## src/rtl/uart_receiver.sv

```systemverilog
// -----------------------------------------------------------------------------
// uart_receiver
//   8N1 UART receiver, LSB first. The asynchronous pin is synchronised by two
//   flops. The received byte is then placed in a one-byte holding register,
//   which the consumer drains through a valid/ready handshake.
//
// Ports
//   clk            in   system clock, rising edge
//   rst            in   asynchronous active-high reset
//   uart_rx_async  in   raw serial line, idle high
//   rx_data        out  received byte, stable while rx_valid=1
//   rx_valid       out  holding register full
//   rx_ready       in   consumer takes rx_data when rx_valid & rx_ready
//   frame_error    out  1-cycle pulse: stop bit read as 0, byte discarded
//   overrun        out  1-cycle pulse: byte completed while holding reg full
// -----------------------------------------------------------------------------
module uart_receiver #(
    parameter int CLK_FREQUENCY_MHZ = 50,
    parameter int UART_BAUD_RATE    = 115200
) (
    input  logic       clk,
    input  logic       rst,
    input  logic       uart_rx_async,
    output logic [7:0] rx_data,
    output logic       rx_valid,
    input  logic       rx_ready,
    output logic       frame_error,
    output logic       overrun
);

    localparam int CLKS_PER_BIT = (CLK_FREQUENCY_MHZ * 1_000_000) / UART_BAUD_RATE;
    localparam int HALF_BIT     = CLKS_PER_BIT / 2;
    localparam int CNT_W        = $clog2(CLKS_PER_BIT);

    localparam logic [CNT_W-1:0] CNT_LAST = CNT_W'(CLKS_PER_BIT - 1);
    localparam logic [CNT_W-1:0] CNT_HALF = CNT_W'(HALF_BIT - 1);

    typedef enum logic [2:0] {
        S_IDLE,
        S_START,
        S_DATA,
        S_STOP,
        S_BREAK
    } state_t;

    // Synchroniser. It resets to 1 so that a reset looks like an idle line.
    logic [1:0] sync_q;
    logic       rx_s;

    state_t           state_q, state_d;
    logic [CNT_W-1:0] cnt_q, cnt_d;
    logic [2:0]       idx_q, idx_d;
    logic [7:0]       shift_q, shift_d;
    logic             commit_q, commit_d;
    logic             ferr_q, ferr_d;
    logic [7:0]       data_q, data_d;
    logic             valid_q, valid_d;
    logic             ovr_q, ovr_d;

    assign rx_s = sync_q[1];

    // NOTE: clocked state uses non-blocking assignments only, so every flop
    // samples pre-edge values regardless of statement order.
    always_ff @(posedge clk or posedge rst) begin
        if (rst) begin
            sync_q   <= 2'b11;
            state_q  <= S_IDLE;
            cnt_q    <= '0;
            idx_q    <= '0;
            shift_q  <= '0;
            commit_q <= 1'b0;
            ferr_q   <= 1'b0;
            data_q   <= '0;
            valid_q  <= 1'b0;
            ovr_q    <= 1'b0;
        end else begin
            sync_q   <= {sync_q[0], uart_rx_async};
            state_q  <= state_d;
            cnt_q    <= cnt_d;
            idx_q    <= idx_d;
            shift_q  <= shift_d;
            commit_q <= commit_d;
            ferr_q   <= ferr_d;
            data_q   <= data_d;
            valid_q  <= valid_d;
            ovr_q    <= ovr_d;
        end
    end

    // Frame sequencing: every sample is taken near the centre of its bit.
    always_comb begin
        // NOTE: every combinational output gets a default first; a path that
        // leaves one unassigned would infer a latch.
        state_d  = state_q;
        cnt_d    = cnt_q;
        idx_d    = idx_q;
        shift_d  = shift_q;
        commit_d = 1'b0;
        ferr_d   = 1'b0;

        unique case (state_q)
            S_IDLE: begin
                cnt_d = '0;
                if (!rx_s) state_d = S_START;
            end
            S_START: begin
                cnt_d = cnt_q + 1'b1;
                if (cnt_q == CNT_HALF) begin
                    cnt_d   = '0;
                    idx_d   = '0;
                    // If the line is high again here, the low level was a glitch.
                    state_d = rx_s ? S_IDLE : S_DATA;
                end
            end
            S_DATA: begin
                cnt_d = cnt_q + 1'b1;
                if (cnt_q == CNT_LAST) begin
                    cnt_d          = '0;
                    shift_d[idx_q] = rx_s;
                    if (idx_q == 3'd7) state_d = S_STOP;
                    else               idx_d   = idx_q + 1'b1;
                end
            end
            S_STOP: begin
                cnt_d = cnt_q + 1'b1;
                if (cnt_q == CNT_LAST) begin
                    cnt_d = '0;
                    if (rx_s) begin
                        commit_d = 1'b1;
                        state_d  = S_IDLE;
                    end else begin
                        ferr_d   = 1'b1;
                        state_d  = S_BREAK;
                    end
                end
            end
            S_BREAK: begin
                // A line held low must return high before a new frame can start.
                cnt_d = '0;
                if (rx_s) state_d = S_IDLE;
            end
            default: state_d = S_IDLE;
        endcase
    end

    // Holding register. During the commit cycle shift_q is still intact,
    // because IDLE cannot start a new frame within a single cycle.
    always_comb begin
        data_d  = data_q;
        valid_d = valid_q;
        ovr_d   = 1'b0;
        if (commit_q) begin
            if (!valid_q || rx_ready) begin
                data_d  = shift_q;
                valid_d = 1'b1;
            end else begin
                ovr_d   = 1'b1;
            end
        end else if (valid_q && rx_ready) begin
            valid_d = 1'b0;
        end
    end

    assign rx_data     = data_q;
    assign rx_valid    = valid_q;
    assign frame_error = ferr_q;
    assign overrun     = ovr_q;

endmodule
```

## config.mk

```make
export PLATFORM = sky130hd
export DESIGN_NAME = uart_receiver
export DESIGN_NICKNAME = d
export VERILOG_FILES = /design/src/rtl/uart_receiver.sv
export SDC_FILE = /design/constraint.sdc
export NUM_CORES = 1
export LEC_CHECK = 0
export CAP_MARGIN = 20
export CORE_ASPECT_RATIO = 1.4
export CORE_MARGIN = 2
export CORE_UTILIZATION = 61
export DETAILED_ROUTE_END_ITERATION = 8
export PLACE_DENSITY_LB_ADDON = 0.2
export SETUP_SLACK_MARGIN = 0.1
export SYNTH_ARGS = -nofsm -noshare
export SYNTH_HDL_FRONTEND = slang
export SYNTH_SLANG_ARGS = --single-unit
```

## constraint.sdc

```tcl
create_clock -name clk -period 4.9 [get_ports clk]
set_clock_uncertainty 0.05 [all_clocks]
set_input_delay 0.98 -clock clk [delete_from_list [all_inputs] [get_ports clk]]
set_output_delay 0.98 -clock clk [all_outputs]
set_load 0.05 [all_outputs]
```

# Word-level counts from Yosys, hierarchy flattened
# Index checks and enable logic that the tools add are counted.
# W data, S select, Z words.
# op_classes
eq_ne	15
muxes	30
n_addsub	2
reduce_logical	15
order_cmp	2
# ops
operator	count
$mux W3	10
$pmux W9 S3	1
$mux W9	2
$pmux W3 S5	1
$ne A2 B2 Y1 const B	7
$mux W1	12
$add A9 B1 Y9 const B	1
$eq A9 B8 Y1 const B	1
$eq A9 B9 Y1 const B	1
$bwmux W8	1
$eq A3 B2 Y1 const B	2
$eq A3 B3 Y1 const B	2
$pmux W3 S2	1
$reduce_and A2 Y1	3
$reduce_and A6 Y1	1
$lt A3 B4 Y1 const B	1
$reduce_and A4 Y1	1
$reduce_bool A2 Y1	2
$reduce_or A2 Y1	2
$add A3 B1 Y3 const B	1
$demux W1 S3	1
$eq A3 B1 Y1 const B	1
$ge A3 B1 Y1 const B	1
$logic_not A3 Y1	1
6 further kinds	7
# word_totals
wordCells	74
output_inout_bits	11
register_bits	37

# Longest topological paths before layout
# Gate-level depths: netlist of run 1.
# logic_depth
ltp_word	5
depth_mapped	8

# Least setup slack after synthesis of run 1
# No wires, ideal clock.
# synth_path
path_kind	input -> register
start	in rx_ready
end	reg data_q[0], in the netlist rx_data[0]
t_required_ns	4.725
path_buffers	0
setup_time_ns	0.125
stages	3
arrival_time_ns	1.720
slack_ns	3.006
cell_sequence	nand2b_1 -> nand2_1 -> mux2_2
# synth_via
elab_chain_cells	2
# synth_rtl
item	line	rtl
from (decl)	26	input logic rx_ready,
$logic_or A1 B1 Y1	153	if (!valid_q || rx_ready) begin
$reduce_and A2 Y1 (no source line)	-	
to (signal assigned)	84	data_q <= data_d;
to (decl)	56	logic [7:0] data_q, data_d;
# Every way passes these cells.
# A chain may end at the register's enable or synchronous reset.

# Final worst setup path of run 1
# layout_path
start	reg data_q[7], in the netlist rx_data[7]
end	out rx_data[7]
# layout_lines
item	line	rtl
to (decl)	24	output logic [7:0] rx_data,
# No word-level cell between the ends.

==> flow_summary.toml, run 1 <==
[global_routing]
grt_start_max_net_pins = 23
grt_pass1_wl_mm = 5.85
grt.total_usage_pct = 23.7
grt_pass1_vias = 1328
grt_antenna_before_repair = 0
overflow = 0

[worst_setup_path]
crit_family = "buffers and inverters"
cp_max_fo = 2
slowest_delay_ns = 0.82
slowest_stage = "clkdlybuf4s50_1"
startpoint_type = "flip-flop"
worst-setup-path-type = "flip-flop to output port"
crit_chain = "clkdlybuf4s50_1"
critPathBufInv = 1
required_ns = 3.87
worstPathArrival_ns = 1.47
critPathCaptureType = "output port"

[yosys]
synth_top_area_share_pct = 49.2
async_flop_share_pct = 100
synth_enable_flop_cells = 0
avgSynthCellArea_sq_um = 11.3
synth_area_sq_um = 1780
synth_top_flop_cell = "dfrtp_1"
syn_inst = 158
yosys_warnings = 0
synth.net_count = 167
synth-seq-area-share_pct = 52.1
synth_area_leader_cell = "dfrtp_1"
synth_cell_types = 40
synth-seq-cells = 37
ys_top_cells_by_area = "dfrtp_1 49%, mux2_2 5.7%, nor2_1 4.0%"

[placement]
dp_slack_ns = 2.50
dpl.hpwl_mm = 2.47
port_buffers = 14
gp_congestion = 0.793

[sta]
setup_viol = 0
fmax_ghz = 0.401
worst-slew-pin-transition_ns = 0.612
setup_tns_ns = 0
finalHoldViolCount = 0
maxSlewViolCount = 0
slew_headroom_pct = 58.7
fin_ws_ns = 2.40
final.period_utilization_pct = 50.9
finalCriticalPeriod_ns = 2.50
rsz0062_at_grt = "false"

[power]
vdd_drop_max_mv = 0.176
p_switching_mw = 0.113
powerDensity_nw_per_um2 = 264
p_comb_share_pct = 1.7
p_int_mw = 0.421
p_sw_share_pct = 21.1
p_leak_nw = 0.920
pwr-share-seq_pct = 57.7
power.total_mw = 0.534
pwr-share-clk_pct = 40.6

[clock_network]
cts_buffers = 5
clkLatencyLatePin_ns = 0.29
cts_tree = "built"
clock_path_buffers = 2
cts_max_level = 2
holdBufCountCts = 0
root_buffer = "clkbuf_8"
cts.reportedPaths.clkPinSlew_ns = 0.07
postCtsSetupBuffers = 0
clock_sinks = 37
ctsResizeCount = 0

[drt]
post_drt_wl_per_cell_microns = 15.4
via_count = 1228
vias_per_cell = 5.82
drtIter0Drc = 22
wl_mm = 3.24
first_pass_iters = 4
antenna_left = 0
route.detailed.drc = 0

[floorplan]
rows = 23
die_area_sq_um = 3380
die_h_microns = 67.9
core_area_sq_um = 2820
initial_core_util_pct = 63.2
dieWidth_microns = 49.7
top_level_ports = 15

[final_layout]
fin_nets = 183
diodes = 0
drive_gt1_share_pct = 12.6
final_cell_mix = "35 x dfrtp_1, 19 x nor2_1, 14 x clkdlybuf4s50_1"
area_growth_pct = 13.6
final_common_cell = "dfrtp_1"

[worst_hold_path]
worst_hold_path_type = "flip-flop to flip-flop"

[run]
max-cap-violations = 0

[run_status]
outcome = "finished, final reports clean"
[flip-flops by register name, indices dropped and copies added (netlist names)]
register	flops
rx_valid	1
state_q	3
sync_q	2
rx_data	8
overrun	1
idx_q	3
commit_q	1
cnt_q	9
frame_error	1
shift_q	8
[cell families after synthesis]
kind of cell / Yosys count / synth area share, %
flops: 37 / 52.1
fa+ha+maj: 5 / 3.51
buf+inv: 15 / 4.00
mux: 16 / 10.0
simple gates: 61 / 19.1
xor+xnor: 7 / 3.44
compound gates: 17 / 7.80
[stage by stage]
step / utilization [%] / hold slack [ns] / area, sq um / cells
2_1_floorplan: - / 0.295 / 1780 / 158
3_3_place_gp: 68.7 / 0.298 / 1940 / 204
3_5_place_dp: 68.7 / 0.303 / 1940 / 204
4_1_cts: 71.8 / 0.313 / 2020 / 211
5_1_grt: 71.8 / 0.315 / 2020 / 211
6_report: 71.8 / 0.311 / 2020 / 211
[cell type report]
type	count	area [sq um]
inverter	9	33.8
sequential	37	928
tap	37	46.3
multi-input combinational	106	782
fill	230	796
clock buffer	7	86.3
timing repair buffer	15	148
[final timing paths]
check	start	end	slack, ns	cells past startpoint
min in group asynchronous	rst	cnt_q[0]	1.01	2
max in group asynchronous	rst	sync_q[1]	3.03	3
min	sync_q[0]	sync_q[1]	0.31	0
max reg2reg	cnt_q[1]	shift_q[6]	2.71	6
min reg2reg	sync_q[0]	sync_q[1]	0.31	0
max	rx_data[7]	rx_data[7]	2.40	1
[metal layers]
layer  GRT usage, %  up-vias  share of wire (%)
li1               -      583                  -
met1           21.8      610                 36
met2           46.3       27                 57
met3           6.55        8                3.7
met4           13.5        0                2.4
met5              0        -                  0
[synthesized netlist by cell type (2+ instances only)]
cell and number:
and3_1 2, dfstp_2 2, mux2_1 6, nor3_1 2, nor3b_1 3, inv_1 9
mux2_2 9, nand4_1 4, nor4bb_1 2, nand3_1 2, nand4b_1 2, clkbuf_1 4
ha_1 5, xor2_1 4, dfrtp_1 35, a22o_1 2, nand2_1 12, nand2b_1 2
buf_6 2, nor4_1 4, nor4_2 2, xnor2_1 3, nor2_1 19, o21ai_0 3
a21oi_1 3
[power by group through the flow]
stage / clock network [mW] / logic (mW) / registers (mW)
global placement: 0 / 0.00944 / 0.314
finish: 0.217 / 0.00929 / 0.308
global route: 0.229 / 0.0108 / 0.308
floorplan: 0 / 0.00601 / 0.313
detailed placement: 0 / 0.00974 / 0.314
CTS: 0.220 / 0.00976 / 0.308
(Power assumes the default switching activity.)
==> run 2, diff against run 1 <==
--- a/config.mk
+++ b/config.mk
@@ -8,7 +8,7 @@
 export CAP_MARGIN = 20
 export CORE_ASPECT_RATIO = 1.4
 export CORE_MARGIN = 2
-export CORE_UTILIZATION = 61
+export CORE_UTILIZATION = 56
 export DETAILED_ROUTE_END_ITERATION = 8
 export PLACE_DENSITY_LB_ADDON = 0.2
 export SETUP_SLACK_MARGIN = 0.1
==> constraint.sdc (replaced) <==
create_clock -name clk -period 2.4 [get_ports clk]
set_clock_uncertainty 0.05 [all_clocks]
set_input_delay 0.48 -clock clk [delete_from_list [all_inputs] [get_ports clk]]
set_output_delay 0.48 -clock clk [all_outputs]
set_load 0.05 [all_outputs]
==> run 2 against run 1 <==
  * Cell area grew 0.12%
  * Power increased by 100%
  * First-iteration DRC count is 9.1% lower
  * Via count fell by 2.3%
  * Non-clock buffer count unchanged
  * Critical path depth up 5
  * Largest cell class unchanged
  * Register-to-register slack got worse by 2.4 ns
  * Final cell count rose by 0.95%
  * Flip-flop and latch count unchanged
  * Wire length decreased by 7.7%
==> flow_summary.toml, run 2 (synthesized netlist as in run 1, its figures left out) <==
[drt]
post_drt_wl_per_cell_microns = 14.0
drtIter0Drc = 20
wl_mm = 2.99
vias_per_cell = 5.63
route.detailed.drc = 0
first_pass_iters = 4
via_count = 1200
antenna_left = 0

[floorplan]
core_area_sq_um = 3060
rows = 24
top_level_ports = 15
die_h_microns = 70.7
die_area_sq_um = 3660
dieWidth_microns = 51.7
initial_core_util_pct = 58.2

[global_routing]
grt_start_max_net_pins = 38
overflow = 0
grt_pass1_vias = 1263
grt.total_usage_pct = 19.7
grt_pass1_wl_mm = 5.34
grt_antenna_before_repair = 0

[power]
pwr-share-seq_pct = 58.5
p_comb_share_pct = 1.7
pwr-share-clk_pct = 39.8
p_sw_share_pct = 20.0
p_leak_nw = 0.920
p_int_mw = 0.860
p_switching_mw = 0.216
vdd_drop_max_mv = 0.593
powerDensity_nw_per_um2 = 531

[clock_network]
cts_max_level = 2
clock_sinks = 37
clkLatencyLatePin_ns = 0.29
ctsResizeCount = 0
cts.reportedPaths.clkPinSlew_ns = 0.06
clock_path_buffers = 2
holdBufCountCts = 0
cts_buffers = 5
root_buffer = "clkbuf_8"
postCtsSetupBuffers = 0
cts_tree = "built"

[worst_hold_path]
holdPathStages = 0
holdCritStartpoint = "sync_q[0]"
worst_hold_path_type = "flip-flop to flip-flop"
worstHoldEndpoint = "sync_q[1]"

[sta]
rsz0062_at_grt = "false"
maxSlewViolCount = 0
finalCriticalPeriod_ns = 2.07
setup_viol = 0
setup_tns_ns = 0
slew_headroom_pct = 54.3
finalHoldViolCount = 0
final.period_utilization_pct = 86.2
fmax_ghz = 0.483
worst-slew-pin-transition_ns = 0.678

[worst_setup_path]
required_ns = 2.50
worstPathArrival_ns = 2.17
reg2reg_depth = 6
ff2ff_setup_slack_ns = 0.33
worst-setup-path-type = "flip-flop to flip-flop"
critPathCaptureType = "flip-flop"
cp_max_fo = 9
r2r-start = "cnt_q[0]"
startpoint_type = "flip-flop"
r2r-end = "cnt_q[5]"

[final_layout]
drive_gt1_share_pct = 12.6
largest_reg_flops = 9
final_cell_mix = "35 x dfrtp_1, 19 x nor2_1, 14 x clkdlybuf4s50_1"
final_common_cell = "dfrtp_1"
fin_nets = 183
diodes = 0
finalCoreUtilization_pct = 66.2
largest_register = "cnt_q"
area_growth_pct = 13.8

[placement]
gp_congestion = 0.828
port_buffers = 14
dpl.hpwl_mm = 2.20

[run]
max-cap-violations = 0

[run_status]
outcome = "finished, final reports clean"
[run 2: cell counts in the layout (fill, tap and decap cells not counted)]
Identical to the previous run, type by type.
[run 2: how the worst max path moves through the flow]
stage | startpoint | to | slack, ns | depth (start not counted)
after CTS | cnt_q[0] | cnt_q[5] | 0.32 | 6
after detailed placement | cnt_q[0] | cnt_q[5] | 0.33 | 6
after floorplan | cnt_q[1] | shift_q[7] | 0.53 | 8
after global routing | cnt_q[0] | cnt_q[1] | 0.13 | 6
final | cnt_q[0] | cnt_q[5] | 0.33 | 6
after global placement | cnt_q[0] | cnt_q[2] | 0.39 | 6
[run 2: final cells by class]
cell class | count | area [sq um]
clock buffer | 7 | 86.3
tap | 39 | 48.8
fill | 235 | 1040
inverter | 9 | 33.8
sequential | 37 | 928
multi-input combinational | 106 | 782
timing repair buffer | 15 | 148
[run 2: worst max-delay path: stages (launching register included)]
cell and delay [ns]:
dfrtp_1 0.42, inv_1 0.10, ha_1 0.14, nor4bb_1 0.42, nand2_1 0.21, a221oi_4 0.48, nor2_1 0.11
[run 2: layer usage]
| layer | routed length, microns | global-route usage (%) | share of wire (%) |
|---|---|---|---|
| met3 | 106 | 6.33 | 3.5 |
| met5 | 0 | 0 | 0 |
| met4 | 70 | 10.5 | 2.3 |
| met2 | 1630 | 34.0 | 54 |
| met1 | 1180 | 20.8 | 40 |
[run 2: metrics by stage]
step / worst slack [ns] / power (mW) / hold WS (ns) / instances / instance area [sq um]
after floorplan: 0.533 / 0.651 / 0.295 / 158 / 1780
after global placement: 0.392 / 0.661 / 0.297 / 206 / 1940
after detailed placement: 0.329 / 0.661 / 0.298 / 206 / 1940
after CTS: 0.323 / 1.09 / 0.307 / 213 / 2030
after global routing: 0.125 / 1.13 / 0.319 / 213 / 2030
final: 0.331 / 1.08 / 0.306 / 213 / 2030
[run 2: power groups by stage]
stage / logic [mW] / registers (mW) / clock network [mW]
2_1_floorplan: 0.0123 / 0.639 / 0
5_1_grt: 0.0221 / 0.629 / 0.475
6_report: 0.0186 / 0.630 / 0.428
4_1_cts: 0.0199 / 0.630 / 0.440
3_5_place_dp: 0.0199 / 0.641 / 0
3_3_place_gp: 0.0195 / 0.641 / 0
==> run 3, diff against run 2 <==
--- a/config.mk
+++ b/config.mk
@@ -12,6 +12,8 @@
 export DETAILED_ROUTE_END_ITERATION = 8
 export PLACE_DENSITY_LB_ADDON = 0.2
 export SETUP_SLACK_MARGIN = 0.1
+export SLEW_MARGIN = 20
 export SYNTH_ARGS = -nofsm -noshare
 export SYNTH_HDL_FRONTEND = slang
 export SYNTH_SLANG_ARGS = --single-unit
+export TNS_END_PERCENT = 5
==> results of run 3 <==
Final layout, timing and power as in run 2 (identical DEF).
